[config.mk]
export PLATFORM = sky130hd
export DESIGN_NAME = bus_arbiter_flat
export DESIGN_NICKNAME = d
export VERILOG_FILES = /design/src/rtl/bus_arbiter_if.sv /design/src/rtl/bus_arbiter.sv /design/src/flat_wrapper.sv
export SDC_FILE = /design/constraint.sdc
export NUM_CORES = 1
export LEC_CHECK = 0
export CAP_MARGIN = 20
export CORE_ASPECT_RATIO = 1.75
export CORE_MARGIN = 2
export CORE_UTILIZATION = 37
export CTS_BUF_LIST = sky130_fd_sc_hd__clkbuf_8
export DETAILED_ROUTE_END_ITERATION = 10
export PLACE_DENSITY = 0.78
export SYNTH_ARGS = -nofsm -noshare
export SYNTH_HDL_FRONTEND = slang
export SYNTH_SLANG_ARGS = --single-unit
[constraint.sdc]
create_clock -name Clk -period 1.8 [get_ports Clk]
set_clock_uncertainty 0.1 [all_clocks]
set_input_delay 0.36 -clock Clk [delete_from_list [all_inputs] [get_ports Clk]]
set_output_delay 0.36 -clock Clk [all_outputs]
set_load 0.01 [all_outputs]
[src/rtl/bus_arbiter_if.sv]
// Request/response bus between the arbiter (master) and the memory side (slave).
interface bus_arbiter_if #(
  parameter int ADDR_W = 32,
  parameter int DATA_W = 32
);
  logic                BusReqValid;
  logic                BusWrite;
  logic [ADDR_W-1:0]   BusAddr;
  logic [DATA_W-1:0]   BusWData;
  logic [DATA_W/8-1:0] BusWMask;
  logic                BusReqReady;
  logic                BusRspValid;
  logic [DATA_W-1:0]   BusRspData;

  modport master (
    output BusReqValid, BusWrite, BusAddr, BusWData, BusWMask,
    input  BusReqReady, BusRspValid, BusRspData
  );

  modport slave (
    input  BusReqValid, BusWrite, BusAddr, BusWData, BusWMask,
    output BusReqReady, BusRspValid, BusRspData
  );
endinterface

[src/rtl/bus_arbiter.sv]
// Shares one bus master port between fetch and LSU, one transaction in flight.
// ARB_ROUND_ROBIN_EN selects round-robin arbitration instead of LSU priority with fetch anti-starvation.
module bus_arbiter #(
  parameter int ADDR_W   = 32,
  parameter int DATA_W   = 32,
  parameter int MAX_WAIT = 4
) (
  input  logic                Clk,
  input  logic                Rst,
  input  logic                IfReqValid,
  input  logic [ADDR_W-1:0]   IfAddr,
  output logic                IfReqReady,
  input  logic                IfFlush,
  output logic                IfRspValid,
  output logic [DATA_W-1:0]   IfRspData,
  input  logic                LsReqValid,
  input  logic                LsWrite,
  input  logic [ADDR_W-1:0]   LsAddr,
  input  logic [DATA_W-1:0]   LsWData,
  input  logic [DATA_W/8-1:0] LsWMask,
  output logic                LsReqReady,
  output logic                LsRspValid,
  output logic [DATA_W-1:0]   LsRspData,
  bus_arbiter_if.master       Bus
);

  // state  | meaning
  // StIdle | arbitrate, grant at most one requester per cycle
  // StReq  | BusReqValid high, fields held until BusReqReady
  // StRsp  | waiting for BusRspValid
  typedef enum logic [1:0] {StIdle, StReq, StRsp} state_t;
  typedef enum logic [1:0] {OwnNone, OwnFetch, OwnLsu} owner_t;

  state_t state, stateNext;
  owner_t owner;
  logic   dropFlag;
  logic   grantIf, grantLs;

  logic                busReqValidQ;
  logic                busWriteQ;
  logic [ADDR_W-1:0]   busAddrQ;
  logic [DATA_W-1:0]   busWDataQ;
  logic [DATA_W/8-1:0] busWMaskQ;
  logic                ifRspValidQ;
  logic [DATA_W-1:0]   ifRspDataQ;
  logic                lsRspValidQ;
  logic [DATA_W-1:0]   lsRspDataQ;

`ifdef ARB_ROUND_ROBIN_EN
  logic lastGrantLs;
`else
  localparam logic [3:0] MaxWait = 4'(MAX_WAIT);
  logic [3:0] waitCnt;
`endif

  always_ff @(posedge Clk) begin
    if (Rst) state <= StIdle;
    else     state <= stateNext;
  end

  always_comb begin
    stateNext = state;
    grantIf   = 1'b0;
    grantLs   = 1'b0;
    case (state)
      StIdle: begin
`ifdef ARB_ROUND_ROBIN_EN
        if (LsReqValid && IfReqValid) begin
          grantLs = !lastGrantLs;
          grantIf = lastGrantLs;
        end else begin
          grantLs = LsReqValid;
          grantIf = IfReqValid;
        end
`else
        if (LsReqValid && (waitCnt < MaxWait)) grantLs = 1'b1;
        else if (IfReqValid)                   grantIf = 1'b1;
`endif
        if (grantIf || grantLs) stateNext = StReq;
      end
      StReq:   if (Bus.BusReqReady) stateNext = StRsp;
      StRsp:   if (Bus.BusRspValid) stateNext = StIdle;
      default: stateNext = StIdle;
    endcase
    if (Rst) begin
      grantIf = 1'b0;
      grantLs = 1'b0;
    end
  end

  assign IfReqReady = grantIf;
  assign LsReqReady = grantLs;

  always_ff @(posedge Clk) begin
    if (Rst) begin
      busReqValidQ <= 1'b0;
      busWriteQ    <= 1'b0;
      busAddrQ     <= '0;
      busWDataQ    <= '0;
      busWMaskQ    <= '0;
      ifRspValidQ  <= 1'b0;
      ifRspDataQ   <= '0;
      lsRspValidQ  <= 1'b0;
      lsRspDataQ   <= '0;
      owner        <= OwnNone;
      dropFlag     <= 1'b0;
    end else begin
      ifRspValidQ <= 1'b0;
      lsRspValidQ <= 1'b0;
      case (state)
        StIdle: begin
          if (grantLs) begin
            busReqValidQ <= 1'b1;
            busWriteQ    <= LsWrite;
            busAddrQ     <= LsAddr;
            busWDataQ    <= LsWData;
            busWMaskQ    <= LsWMask;
            owner        <= OwnLsu;
          end else if (grantIf) begin
            busReqValidQ <= 1'b1;
            busWriteQ    <= 1'b0;
            busAddrQ     <= IfAddr;
            busWDataQ    <= '0;
            busWMaskQ    <= '0;
            owner        <= OwnFetch;
            dropFlag     <= IfFlush;
          end
        end
        StReq: begin
          if (owner == OwnFetch && IfFlush) dropFlag <= 1'b1;
          if (Bus.BusReqReady) busReqValidQ <= 1'b0;
        end
        StRsp: begin
          if (owner == OwnFetch && IfFlush) dropFlag <= 1'b1;
          if (Bus.BusRspValid) begin
            // A flush arriving together with the response still discards it.
            if (owner == OwnFetch && !(dropFlag || IfFlush)) begin
              ifRspValidQ <= 1'b1;
              ifRspDataQ  <= Bus.BusRspData;
            end
            if (owner == OwnLsu) begin
              lsRspValidQ <= 1'b1;
              lsRspDataQ  <= busWriteQ ? '0 : Bus.BusRspData;
            end
            owner    <= OwnNone;
            dropFlag <= 1'b0;
          end
        end
        default: ;
      endcase
    end
  end

`ifdef ARB_ROUND_ROBIN_EN
  always_ff @(posedge Clk) begin
    if (Rst)          lastGrantLs <= 1'b0;
    else if (grantIf) lastGrantLs <= 1'b0;
    else if (grantLs) lastGrantLs <= 1'b1;
  end
`else
  always_ff @(posedge Clk) begin
    if (Rst) begin
      waitCnt <= '0;
    end else if (state == StIdle) begin
      if (!IfReqValid || grantIf)              waitCnt <= '0;
      else if (grantLs && (waitCnt < MaxWait)) waitCnt <= waitCnt + 4'd1;
    end
  end
`endif

  assign Bus.BusReqValid = busReqValidQ;
  assign Bus.BusWrite    = busWriteQ;
  assign Bus.BusAddr     = busAddrQ;
  assign Bus.BusWData    = busWDataQ;
  assign Bus.BusWMask    = busWMaskQ;
  assign IfRspValid      = ifRspValidQ;
  assign IfRspData       = ifRspDataQ;
  assign LsRspValid      = lsRspValidQ;
  assign LsRspData       = lsRspDataQ;

endmodule

[src/flat_wrapper.sv]
// flat-port wrapper written by rule: the top's interface ports become plain ports
module bus_arbiter_flat 
#(
  parameter int ADDR_W   = 32,
  parameter int DATA_W   = 32,
  parameter int MAX_WAIT = 4
)
  (Clk, Rst, IfReqValid, IfAddr, IfReqReady, IfFlush, IfRspValid, IfRspData, LsReqValid, LsWrite, LsAddr, LsWData, LsWMask, LsReqReady, LsRspValid, LsRspData, Bus_BusReqValid, Bus_BusWrite, Bus_BusAddr, Bus_BusWData, Bus_BusWMask, Bus_BusReqReady, Bus_BusRspValid, Bus_BusRspData);
  bus_arbiter_if #(.ADDR_W(ADDR_W), .DATA_W(DATA_W)) Bus_i ();
  input  logic Clk;
  input  logic Rst;
  input  logic IfReqValid;
  input  logic [ADDR_W-1:0] IfAddr;
  output logic IfReqReady;
  input  logic IfFlush;
  output logic IfRspValid;
  output logic [DATA_W-1:0] IfRspData;
  input  logic LsReqValid;
  input  logic LsWrite;
  input  logic [ADDR_W-1:0] LsAddr;
  input  logic [DATA_W-1:0] LsWData;
  input  logic [DATA_W/8-1:0] LsWMask;
  output logic LsReqReady;
  output logic LsRspValid;
  output logic [DATA_W-1:0] LsRspData;
  output wire logic [$bits(Bus_i.BusReqValid)-1:0] Bus_BusReqValid;
  output wire logic [$bits(Bus_i.BusWrite)-1:0] Bus_BusWrite;
  output wire logic [$bits(Bus_i.BusAddr)-1:0] Bus_BusAddr;
  output wire logic [$bits(Bus_i.BusWData)-1:0] Bus_BusWData;
  output wire logic [$bits(Bus_i.BusWMask)-1:0] Bus_BusWMask;
  input wire logic [$bits(Bus_i.BusReqReady)-1:0] Bus_BusReqReady;
  input wire logic [$bits(Bus_i.BusRspValid)-1:0] Bus_BusRspValid;
  input wire logic [$bits(Bus_i.BusRspData)-1:0] Bus_BusRspData;
  assign Bus_BusReqValid = Bus_i.BusReqValid;
  assign Bus_BusWrite = Bus_i.BusWrite;
  assign Bus_BusAddr = Bus_i.BusAddr;
  assign Bus_BusWData = Bus_i.BusWData;
  assign Bus_BusWMask = Bus_i.BusWMask;
  assign Bus_i.BusReqReady = Bus_BusReqReady;
  assign Bus_i.BusRspValid = Bus_BusRspValid;
  assign Bus_i.BusRspData = Bus_BusRspData;
  bus_arbiter #(.ADDR_W(ADDR_W), .DATA_W(DATA_W), .MAX_WAIT(MAX_WAIT)) u_core (.Clk(Clk), .Rst(Rst), .IfReqValid(IfReqValid), .IfAddr(IfAddr), .IfReqReady(IfReqReady), .IfFlush(IfFlush), .IfRspValid(IfRspValid), .IfRspData(IfRspData), .LsReqValid(LsReqValid), .LsWrite(LsWrite), .LsAddr(LsAddr), .LsWData(LsWData), .LsWMask(LsWMask), .LsReqReady(LsReqReady), .LsRspValid(LsRspValid), .LsRspData(LsRspData), .Bus(Bus_i));
endmodule
==> results.py, run 1 <==
metrics = {
    "outcome": {
        "status": "finished, violations left",
        "violations": "setup timing",
    },
    "worst_setup_path": {
        "crit_path_frequent_cell": "buf_6",
        "path_cells": "inv_2 -> buf_6 -> ha_4 -> nand2_4 -> buf_6 -> buf_6 -> nor4b_4 -> buf_6 -> clkbuf_16 -> nand2_1 -> a21oi_2",
        "critPathRequiredTime_ps": 2060,
        "crit_start": "u_core.state[0]$_SDFFE_PP0P_",
        "critPathLaunchType": "register",
        "crit_arrival_ps": 2220,
        "r2r-start": "u_core.state[0]$_SDFFE_PP0P_",
        "crit_type": "register to register",
        "critPathMaxFanout": 8,
        "critPathMaxStageDelay_ps": 330,
        "end_kind": "register",
        "r2r_setup_slack_ps": -160,
        "r2r-end": "u_core.IfRspData[20]$_SDFFE_PP0P_",
        "worstSetupEndpoint": "u_core.IfRspData[20]$_SDFFE_PP0P_",
        "ff2ff_path_depth": 11,
        "critPathSlowestCell": "dfxtp_2",
    },
    "sta": {
        "final_hold_viol_count": 0,
        "period_share_pct": 109,
        "setup_viol": 39,
        "fin_setup_tns_ps": -2860,
        "relSlewSlack_pct": 66.7,
        "maxClockFrequency_mhz": 511,
        "fin_ws_ps": -156,
        "rsz0062_at_grt": "yes",
        "slew_violations": 0,
        "tightest_slew_ps": 499,
        "fin_crit_ps": 1960,
        "whs_ps": 357,
    },
    "routing": {
        "wl_met2_um": 11100,
        "drtIter0Drc": 207,
        "num_vias": 5711,
        "drc": 0,
        "avgViaCountPerCell": 5.11,
        "met3_length_um": 1290,
        "wirelength_um": 19600,
        "wirelength_met1_um": 6680,
        "top_layer": "met4",
        "dr.pass1.iters": 4,
        "ant_nets": 0,
        "routedWlPerCell_um": 17.5,
    },
    "logic_synthesis": {
        "synth_top_cell_area_share_pct": 53.3,
        "synthCells": 632,
        "yosysTopAreaCell": "dfxtp_1",
        "synth_area_um2": 5440,
        "synthSimpleGateAreaFrac_pct": 19.1,
        "syn-num-nets": 777,
        "postSynthAreaPerCell_um2": 8.61,
        "synth_compound_area_share_pct": 20.7,
        "ys_seq_area_share_pct": 53.3,
        "yosys_warnings": 0,
        "synth_seq_cells": 145,
        "ys.flop_type": "dfxtp_1",
        "yosys-top-cells-area": "dfxtp_1, a21oi_1, nand2_1",
        "synth_fa_ha_area_share_pct": 1.15,
        "synth_top_family_by_area": "compound AO/OA/AOI/OAI gates",
        "synth_cell_type_count": 38,
        "synth_edf_count": 0,
        "async_flop_share_pct": 0,
        "yosys.area_share.xor_xnor_pct": 0,
        "yosys-mux-area-fraction_pct": 0.391,
    },
    "finish": {
        "final_nets": 1068,
        "fin_area_um2": 9530,
        "final_cell_mix": "dfxtp_1, clkdlybuf4s50_1, dlygate4sd2_1",
        "drive_gt1_share_pct": 17.4,
        "syn2layout_area_growth_pct": 75.0,
        "final_common_cell": "dfxtp_1",
    },
    "floorplan": {
        "ioPinCount": 278,
        "rows": 58,
        "start_util_pct": 37.9,
        "die-area_um2": 15700,
        "die_h_um": 164,
        "core_area_um2": 14400,
        "die_x_um": 95.7,
    },
    "cts": {
        "numCtsBuffers": 17,
        "holdBufCountCts": 0,
        "clock_sinks": 145,
        "cts_tree": "done",
        "h-tree-depth": 4,
        "root_buffer": "clkbuf_8",
        "clkLatencyLatePin_ps": 440,
        "clockBufferDepth": 2,
        "clk_pin_slew_worst_paths_ps": 90,
    },
    "global_route": {
        "grt_overflow_total": 0,
        "grt_first_pass_wirelength_um": 27700,
        "antenna_found_initial": 0,
        "grt_pass1_vias": 5522,
        "grtUsageTotal_pct": 22.7,
        "grt_max_degree": 77,
    },
    "min_path": {
        "hp-class": "register to register",
        "hold_depth": 2,
    },
    "power_and_ir_drop": {
        "powerDensity_nw_per_um2": 807,
        "ir_drop_uv": 539,
        "p_leak_nw": 4.32,
    },
    "flow_run": {
        "drv_cap": 0,
    },
    "placed_design": {
        "portBuffers": 277,
        "gp_congestion": 0.789,
        "dp_hpwl_um": 12600,
        "placed_area_um2": 8540,
    },
}
[sequential cells by signal, indices dropped and copies added, names as in the netlist, 2 cells and up]
signal	cells
u_core.IfRspData	32
u_core.Bus.BusWData	32
u_core.Bus.BusAddr	32
u_core.Bus.BusWMask	4
u_core.owner	2
u_core.LsRspData	32
u_core.waitCnt	4
u_core.state	2
[cell usage after synthesis (3+ instances only)]
master / number
nand2_1: 135
and3_1: 3
nand3_1: 37
nand2b_1: 3
nor3_1: 3
clkbuf_1: 25
o21ai_0: 7
nor2_1: 36
dfxtp_1: 145
buf_6: 3
a22o_1: 32
inv_1: 6
ha_1: 5
a211oi_1: 29
buf_2: 19
a21oi_1: 109
buf_4: 6
nand3b_1: 4
nor3b_1: 3
[repair_timing]
item,4_1_cts,5_1_grt
pin swaps,4,62
buffers inserted,4,7
resized for setup,148,112
setup endpoints to repair,224,119
cloned,3,5
[cells by family after synthesis]
family | after synthesis
AOI/OAI and AO/OA | 183
muxes | 2
adders and majority gates | 5
DFF | 145
and+or+nand+nor | 237
buffers and inverters | 60
[report_power, final]
group | internal (mW) | leakage (nW) | switching (mW) | total, mW
Sequential | 3.37 | 1.18 | 0.0902 | 3.46
Combinational | 0.786 | 2.93 | 0.702 | 1.49
Clock | 1.39 | 0.210 | 1.34 | 2.74
Total | 5.55 | 4.32 | 2.14 | 7.69
[how the worst min path moves through the flow]
stage | startpoint | end | slack [ps]
2_1_floorplan | u_core.waitCnt[1]$_SDFFE_PP0P_ | u_core.waitCnt[1]$_SDFFE_PP0P_ | 340
3_3_place_gp | u_core.IfRspData[30]$_SDFFE_PP0P_ | u_core.IfRspData[30]$_SDFFE_PP0P_ | 340
3_5_place_dp | u_core.IfRspData[0]$_SDFFE_PP0P_ | u_core.IfRspData[0]$_SDFFE_PP0P_ | 350
4_1_cts | LsWData[13] | u_core.Bus.BusWData[13]$_SDFFE_PP0P_ | 320
5_1_grt | LsWData[14] | u_core.Bus.BusWData[14]$_SDFFE_PP0P_ | 330
6_report | u_core.IfRspData[0]$_SDFFE_PP0P_ | u_core.IfRspData[0]$_SDFFE_PP0P_ | 360
[layer usage]
layer	vias to the layer above	GRT usage (%)
met1	2666	23.1
li1	2775	-
met2	232	42.1
met3	38	6.34
met5	-	0
met4	0	9.74
[cell type report]
class                           count  area, µm²
Antenna cell                        1       2.50
Clock buffer                       17        234
Clock inverter                     15        183
Fill cell                        1179       4840
Inverter                            7       26.3
Multi-Input combinational cell    427       2640
Sequential cell                   145       2910
Tap cell                          180        225
Timing Repair Buffer              325       3310
[stage by stage]
stage                     util, %  cells  worst slack [ps]  total power [mW]
after global placement       59.4   1066              -626              4.96
after floorplan                 -    632             -2.91              4.13
after CTS                    62.6   1105              -156              7.69
after global routing         66.3   1116              -216              8.04
final                        66.3   1117              -156              7.69
after detailed placement     59.4   1066              -602              4.98
[critical path, delay by kind of cell, from the launching register on]
kind	cells	cell delay (ps)
and+or+nand+nor	3	360
DFF	1	330
adders and majority gates	1	130
buffers and inverters	6	780
AOI/OAI and AO/OA	1	160
No activity file was read; power rests on OpenSTA's default activity.
==> run 2, diff against run 1 <==
--- a/config.mk
+++ b/config.mk
@@ -10,6 +10,7 @@
 export CORE_MARGIN = 2
 export CORE_UTILIZATION = 37
 export CTS_BUF_LIST = sky130_fd_sc_hd__clkbuf_8
+export CTS_CLUSTER_SIZE = 16
 export DETAILED_ROUTE_END_ITERATION = 10
 export PLACE_DENSITY = 0.78
 export SYNTH_ARGS = -nofsm -noshare
==> constraint.sdc (replaced) <==
create_clock -name Clk -period 1.7 [get_ports Clk]
set_clock_uncertainty 0.1 [all_clocks]
set_input_delay 0.34 -clock Clk [delete_from_list [all_inputs] [get_ports Clk]]
set_output_delay 0.34 -clock Clk [all_outputs]
set_load 0.01 [all_outputs]
==> run 2 against run 1 <==
Effect of this change:
- the run still ends with setup timing left
- maximum frequency is 1.7% higher
- die area did not move
- hold slack got worse by 15 ps
- setup slack got worse by 67 ps
- flip-flop and latch count unchanged
- critical endpoint is now u_core.IfRspData[9]$_SDFFE_PP0P_
- non-clock buffer count rose by 11
- cell area increased by 2.7%
- largest cell class unchanged
- via count up 2.4%
- register-to-register slack worse by 70 ps
==> results.py, run 2 (synthesis results as in run 1) <==
metrics = {
    "outcome": {
        "status": "finished, violations left",
        "violations": "setup timing",
    },
    "floorplan": {
        "start_util_pct": 37.9,
        "die_h_um": 164,
        "ioPinCount": 278,
        "die-area_um2": 15700,
        "die_x_um": 95.7,
        "core_area_um2": 14400,
        "rows": 58,
    },
    "sta": {
        "rsz0062_at_grt": "yes",
        "maxClockFrequency_mhz": 520,
        "setup_viol": 114,
        "fin_ws_ps": -222,
        "slew_violations": 0,
        "fin_crit_ps": 1920,
        "period_share_pct": 113,
        "relSlewSlack_pct": 54.6,
        "tightest_slew_ps": 681,
        "final_hold_viol_count": 0,
    },
    "cts": {
        "holdBufCountCts": 0,
        "h-tree-depth": 4,
        "clk_pin_slew_worst_paths_ps": 100,
        "clockBufferDepth": 2,
        "clock_sinks": 145,
        "root_buffer": "clkbuf_8",
        "clkLatencyLatePin_ps": 420,
        "numCtsBuffers": 17,
        "cts_tree": "done",
    },
    "global_route": {
        "grtUsageTotal_pct": 24.2,
        "grt_first_pass_wirelength_um": 29300,
        "grt_pass1_vias": 5767,
        "antenna_found_initial": 0,
        "grt_max_degree": 49,
        "grt_overflow_total": 0,
    },
    "worst_setup_path": {
        "ff2ff_path_depth": 9,
        "crit_arrival_ps": 2100,
        "critPathLaunchType": "register",
        "critPathRequiredTime_ps": 1870,
        "crit_type": "register to register",
        "critPathMaxFanout": 4,
        "end_kind": "register",
    },
    "finish": {
        "drive_gt1_share_pct": 19.5,
        "final_nets": 1079,
        "nFillCells": 1180,
        "syn2layout_area_growth_pct": 79.7,
        "fin_area_um2": 9780,
        "finalCoreUtilization_pct": 68.1,
        "final_common_cell": "dfxtp_1",
        "num_antenna_cells": 0,
        "final_cell_mix": "dfxtp_1, clkdlybuf4s50_1, dlygate4sd2_1",
    },
    "placed_design": {
        "placed_area_um2": 8600,
        "dp_hpwl_um": 12800,
        "gp_congestion": 0.800,
        "post-place-ws_ps": -733,
        "portBuffers": 277,
    },
    "routing": {
        "num_vias": 5846,
        "avgViaCountPerCell": 5.19,
        "wirelength_um": 20600,
        "drtIter0Drc": 226,
        "drc": 0,
        "routedWlPerCell_um": 18.3,
        "ant_nets": 0,
        "dr.pass1.iters": 4,
    },
    "flow_run": {
        "drv_cap": 0,
    },
    "power_and_ir_drop": {
        "powerDensity_nw_per_um2": 835,
        "p_leak_nw": 4.17,
        "ir_drop_uv": 542,
    },
    "min_path": {
        "hold_depth": 3,
        "hp-class": "input port to register",
    },
}
run 2: path summary, 6_finish.rpt:
path / startpoint / endpoint / slack, ps
worst max-delay path: u_core.state[0]$_SDFFE_PP0P_ / u_core.IfRspData[9]$_SDFFE_PP0P_ / -220
worst min-delay path: LsWData[6] / u_core.Bus.BusWData[6]$_SDFFE_PP0P_ / 340
worst max register to register: u_core.state[0]$_SDFFE_PP0P_ / u_core.IfRspData[9]$_SDFFE_PP0P_ / -220
worst min register to register: u_core.Bus.BusWData[4]$_SDFFE_PP0P_ / u_core.Bus.BusWData[4]$_SDFFE_PP0P_ / 360
run 2: critical path, cell delays in order (launching register included):
cell,delay (ps)
dfxtp_2,340
inv_4,60
buf_6,100
ha_4,140
nand2_4,50
or4b_4,530
buf_12,170
clkbuf_16,160
nand2_2,70
a21oi_1,60
run 2: where the power goes:
| group | internal [mW] | leakage [nW] | total (mW) | switching (mW) |
|---|---|---|---|---|
| Combinational | 0.870 | 2.79 | 1.63 | 0.758 |
| Clock | 1.47 | 0.207 | 2.87 | 1.40 |
| Sequential | 3.57 | 1.18 | 3.67 | 0.0986 |
run 2: final cells by class:
cell class                      instances  area (µm²)  share of cell area [%]
Timing Repair Buffer                  336        3470                    35.5
Sequential cell                       145        2910                    29.7
Multi-Input combinational cell        427        2740                    28.0
Clock buffer                           17         234                    2.39
Tap cell                              180         225                    2.30
Clock inverter                         15         181                    1.85
Inverter                                7        31.3                   0.320
run 2: per-stage QoR:
step	cells	power, mW	setup TNS [ps]	hold WS (ps)
4_1_cts	1118	8.17	-15440	309
3_3_place_gp	1071	5.29	-58620	342
5_1_grt	1127	8.52	-20790	320
3_5_place_dp	1071	5.30	-62360	348
2_1_floorplan	632	4.40	0	344
6_report	1127	8.17	-11120	341
run 2: timing repair:
action | 4_1_cts | 5_1_grt
setup buffers | 6 | 5
cloned | 9 | 5
endpoints found under the setup margin | 251 | 139
gates resized for setup | 162 | 124
pin swaps | 14 | 65
run 2: metal layers:
| layer | up-vias | global-route usage, % | wire length, µm |
|---|---|---|---|
| li1 | 2804 | - | - |
| met1 | 2758 | 23.9 | 7030 |
| met4 | 0 | 12.3 | 902 |
| met2 | 235 | 45.2 | 11400 |
| met3 | 49 | 6.07 | 1240 |
| met5 | - | 0 | 0 |
==> run 3, diff against run 2 <==
--- a/config.mk
+++ b/config.mk
@@ -13,6 +13,7 @@
 export CTS_CLUSTER_SIZE = 16
 export DETAILED_ROUTE_END_ITERATION = 10
 export PLACE_DENSITY = 0.78
+export SKIP_CTS_REPAIR_TIMING = 1
 export SYNTH_ARGS = -nofsm -noshare
 export SYNTH_HDL_FRONTEND = slang
 export SYNTH_SLANG_ARGS = --single-unit
==> run 3 against run 2 <==
Effect of this change:
- the run still ends with setup timing left
- critical endpoint is now IfReqReady
- clock-buffer cell count did not move
- largest power group unchanged
- highest routed layer unchanged
- critical path depth fell by 3
- setup slack improved by 49 ps
- final cell count fell by 1.2%
==> results.py, run 3 (synthesis results as in run 1) <==
metrics = {
    "floorplan": {
        "core_area_um2": 14400,
        "start_util_pct": 37.9,
        "die-area_um2": 15700,
        "die_x_um": 95.7,
        "die_h_um": 164,
        "rows": 58,
        "ioPinCount": 278,
    },
    "cts": {
        "numCtsBuffers": 17,
        "clk_pin_slew_worst_paths_ps": 100,
        "clockBufferDepth": 2,
        "clkLatencyLatePin_ps": 420,
        "clock_sinks": 145,
        "h-tree-depth": 4,
        "cts_tree": "done",
        "root_buffer": "clkbuf_8",
    },
    "power_and_ir_drop": {
        "powerDensity_nw_per_um2": 845,
        "intPower_mw": 5.93,
        "switching_share_pct": 27.4,
        "p_clk_share_pct": 35.2,
        "ir_drop_uv": 545,
        "p_comb_share_pct": 20.0,
        "total_switching_power_mw": 2.24,
        "p_leak_nw": 5.79,
        "power.share.sequential_pct": 44.9,
    },
    "outcome": {
        "violations": "setup timing",
        "status": "finished, violations left",
    },
    "global_route": {
        "antenna_found_initial": 0,
        "grtUsageTotal_pct": 22.1,
        "grt_overflow_total": 0,
        "grt_first_pass_wirelength_um": 27200,
        "grt_max_degree": 55,
        "grt_pass1_vias": 5566,
    },
    "flow_run": {
        "drv_cap": 0,
    },
    "sta": {
        "tightest_slew_ps": 528,
        "fin_crit_ps": 1870,
        "slew_violations": 0,
        "setup_viol": 113,
        "final_hold_viol_count": 0,
        "maxClockFrequency_mhz": 534,
        "rsz0062_at_grt": "yes",
        "whs_ps": 337,
        "period_share_pct": 110,
        "fin_ws_ps": -173,
        "relSlewSlack_pct": 64.8,
    },
    "routing": {
        "drtIter0Drc": 252,
        "routedWlPerCell_um": 17.7,
        "avgViaCountPerCell": 5.10,
        "num_vias": 5684,
        "ant_nets": 0,
        "wirelength_um": 19700,
        "drc": 0,
        "dr.pass1.iters": 4,
    },
    "worst_setup_path": {
        "r2r_setup_slack_ps": -120,
        "critPathLaunchType": "register",
        "crit_type": "register to primary output",
        "end_kind": "primary output",
        "critPathRequiredTime_ps": 1260,
        "path_cells": "inv_2 -> ha_4 -> nor2b_4 -> nand2_2 -> nor2_4 -> buf_6",
        "critPathSlowestCell": "dfxtp_2",
        "crit_arrival_ps": 1430,
        "critPathMaxFanout": 4,
        "critPathMaxStageDelay_ps": 330,
    },
    "finish": {
        "fin_cells": 1114,
        "final_cell_mix": "dfxtp_1, clkdlybuf4s50_1, dlymetal6s2s_1",
        "nFillCells": 1120,
        "drive_gt1_share_pct": 11.9,
        "final_nets": 1066,
        "final_common_cell": "dfxtp_1",
        "num_antenna_cells": 0,
        "syn2layout_area_growth_pct": 77.8,
        "finalCoreUtilization_pct": 67.3,
    },
    "placed_design": {
        "post-place-ws_ps": -733,
        "portBuffers": 277,
        "dp_hpwl_um": 12800,
        "dp_cells": 1071,
        "gp_congestion": 0.800,
    },
    "min_path": {
        "hp-class": "input port to register",
    },
}
[run 3: cell types whose count changed in the layout (fill, tap and decap cells not counted), sizes merged]
cell	before	now
buf	57	43
dlymetal6s2s	0	136
bufbuf	1	0
clkbuf	21	23
dlygate4sd2	136	0
[run 3: power by group through the flow]
stage                     Clock, mW  Sequential (mW)  Combinational, mW
after floorplan                   0             3.81              0.593
after global placement            0             3.74               1.54
after detailed placement          0             3.75               1.55
after CTS                      2.94             3.67               1.56
after global routing           3.08             3.69               1.77
final                          2.88             3.67               1.63
[run 3: worst paths after layout]
| check | startpoint | cells past startpoint | endpoint |
|---|---|---|---|
| setup / recovery | u_core.state[1]$_SDFFE_PP0P_ | 6 | IfReqReady |
| hold / removal | LsWData[6] | 3 | u_core.Bus.BusWData[6]$_SDFFE_PP0P_ |
| setup reg to reg | u_core.state[0]$_SDFFE_PP0P_ | 10 | u_core.IfRspData[6]$_SDFFE_PP0P_ |
| hold reg to reg | u_core.IfRspData[10]$_SDFFE_PP0P_ | 2 | u_core.IfRspData[10]$_SDFFE_PP0P_ |
[run 3: stage by stage]
| step | total power, mW | cell area [µm²] | setup TNS, ps |
|---|---|---|---|
| 3_5_place_dp | 5.30 | 8600 | -62360 |
| 5_1_grt | 8.53 | 9680 | -15710 |
| 6_report | 8.18 | 9680 | -4470 |
| 2_1_floorplan | 4.40 | 5530 | 0 |
| 3_3_place_gp | 5.29 | 8600 | -58620 |
| 4_1_cts | 8.18 | 9010 | -25710 |
[run 3: cell type report]
cell class	instances	area (µm²)	area share, %
flip-flops and latches	145	2910	30.0
well taps	180	225	2.33
clock buffers	17	234	2.42
inverters	7	31.3	0.323
clock inverters	15	181	1.87
multi-input cells	427	2380	24.6
repair buffers	323	3710	38.4
[run 3: per-layer routing]
metal	wire length (µm)	GRT usage [%]	share of wire [%]
met3	1320	6.57	6.7
met1	6660	22.3	34
met4	589	8.90	3.0
met2	11100	41.2	56
met5	0	0	0
[run 3: worst max-delay path: cells and delay by family, from the launching register on]
family	cells	cell delay, ps
flip-flops	1	330
buffers and inverters	2	180
adder cells (fa/ha/maj)	1	140
AND/OR/NAND/NOR	3	360
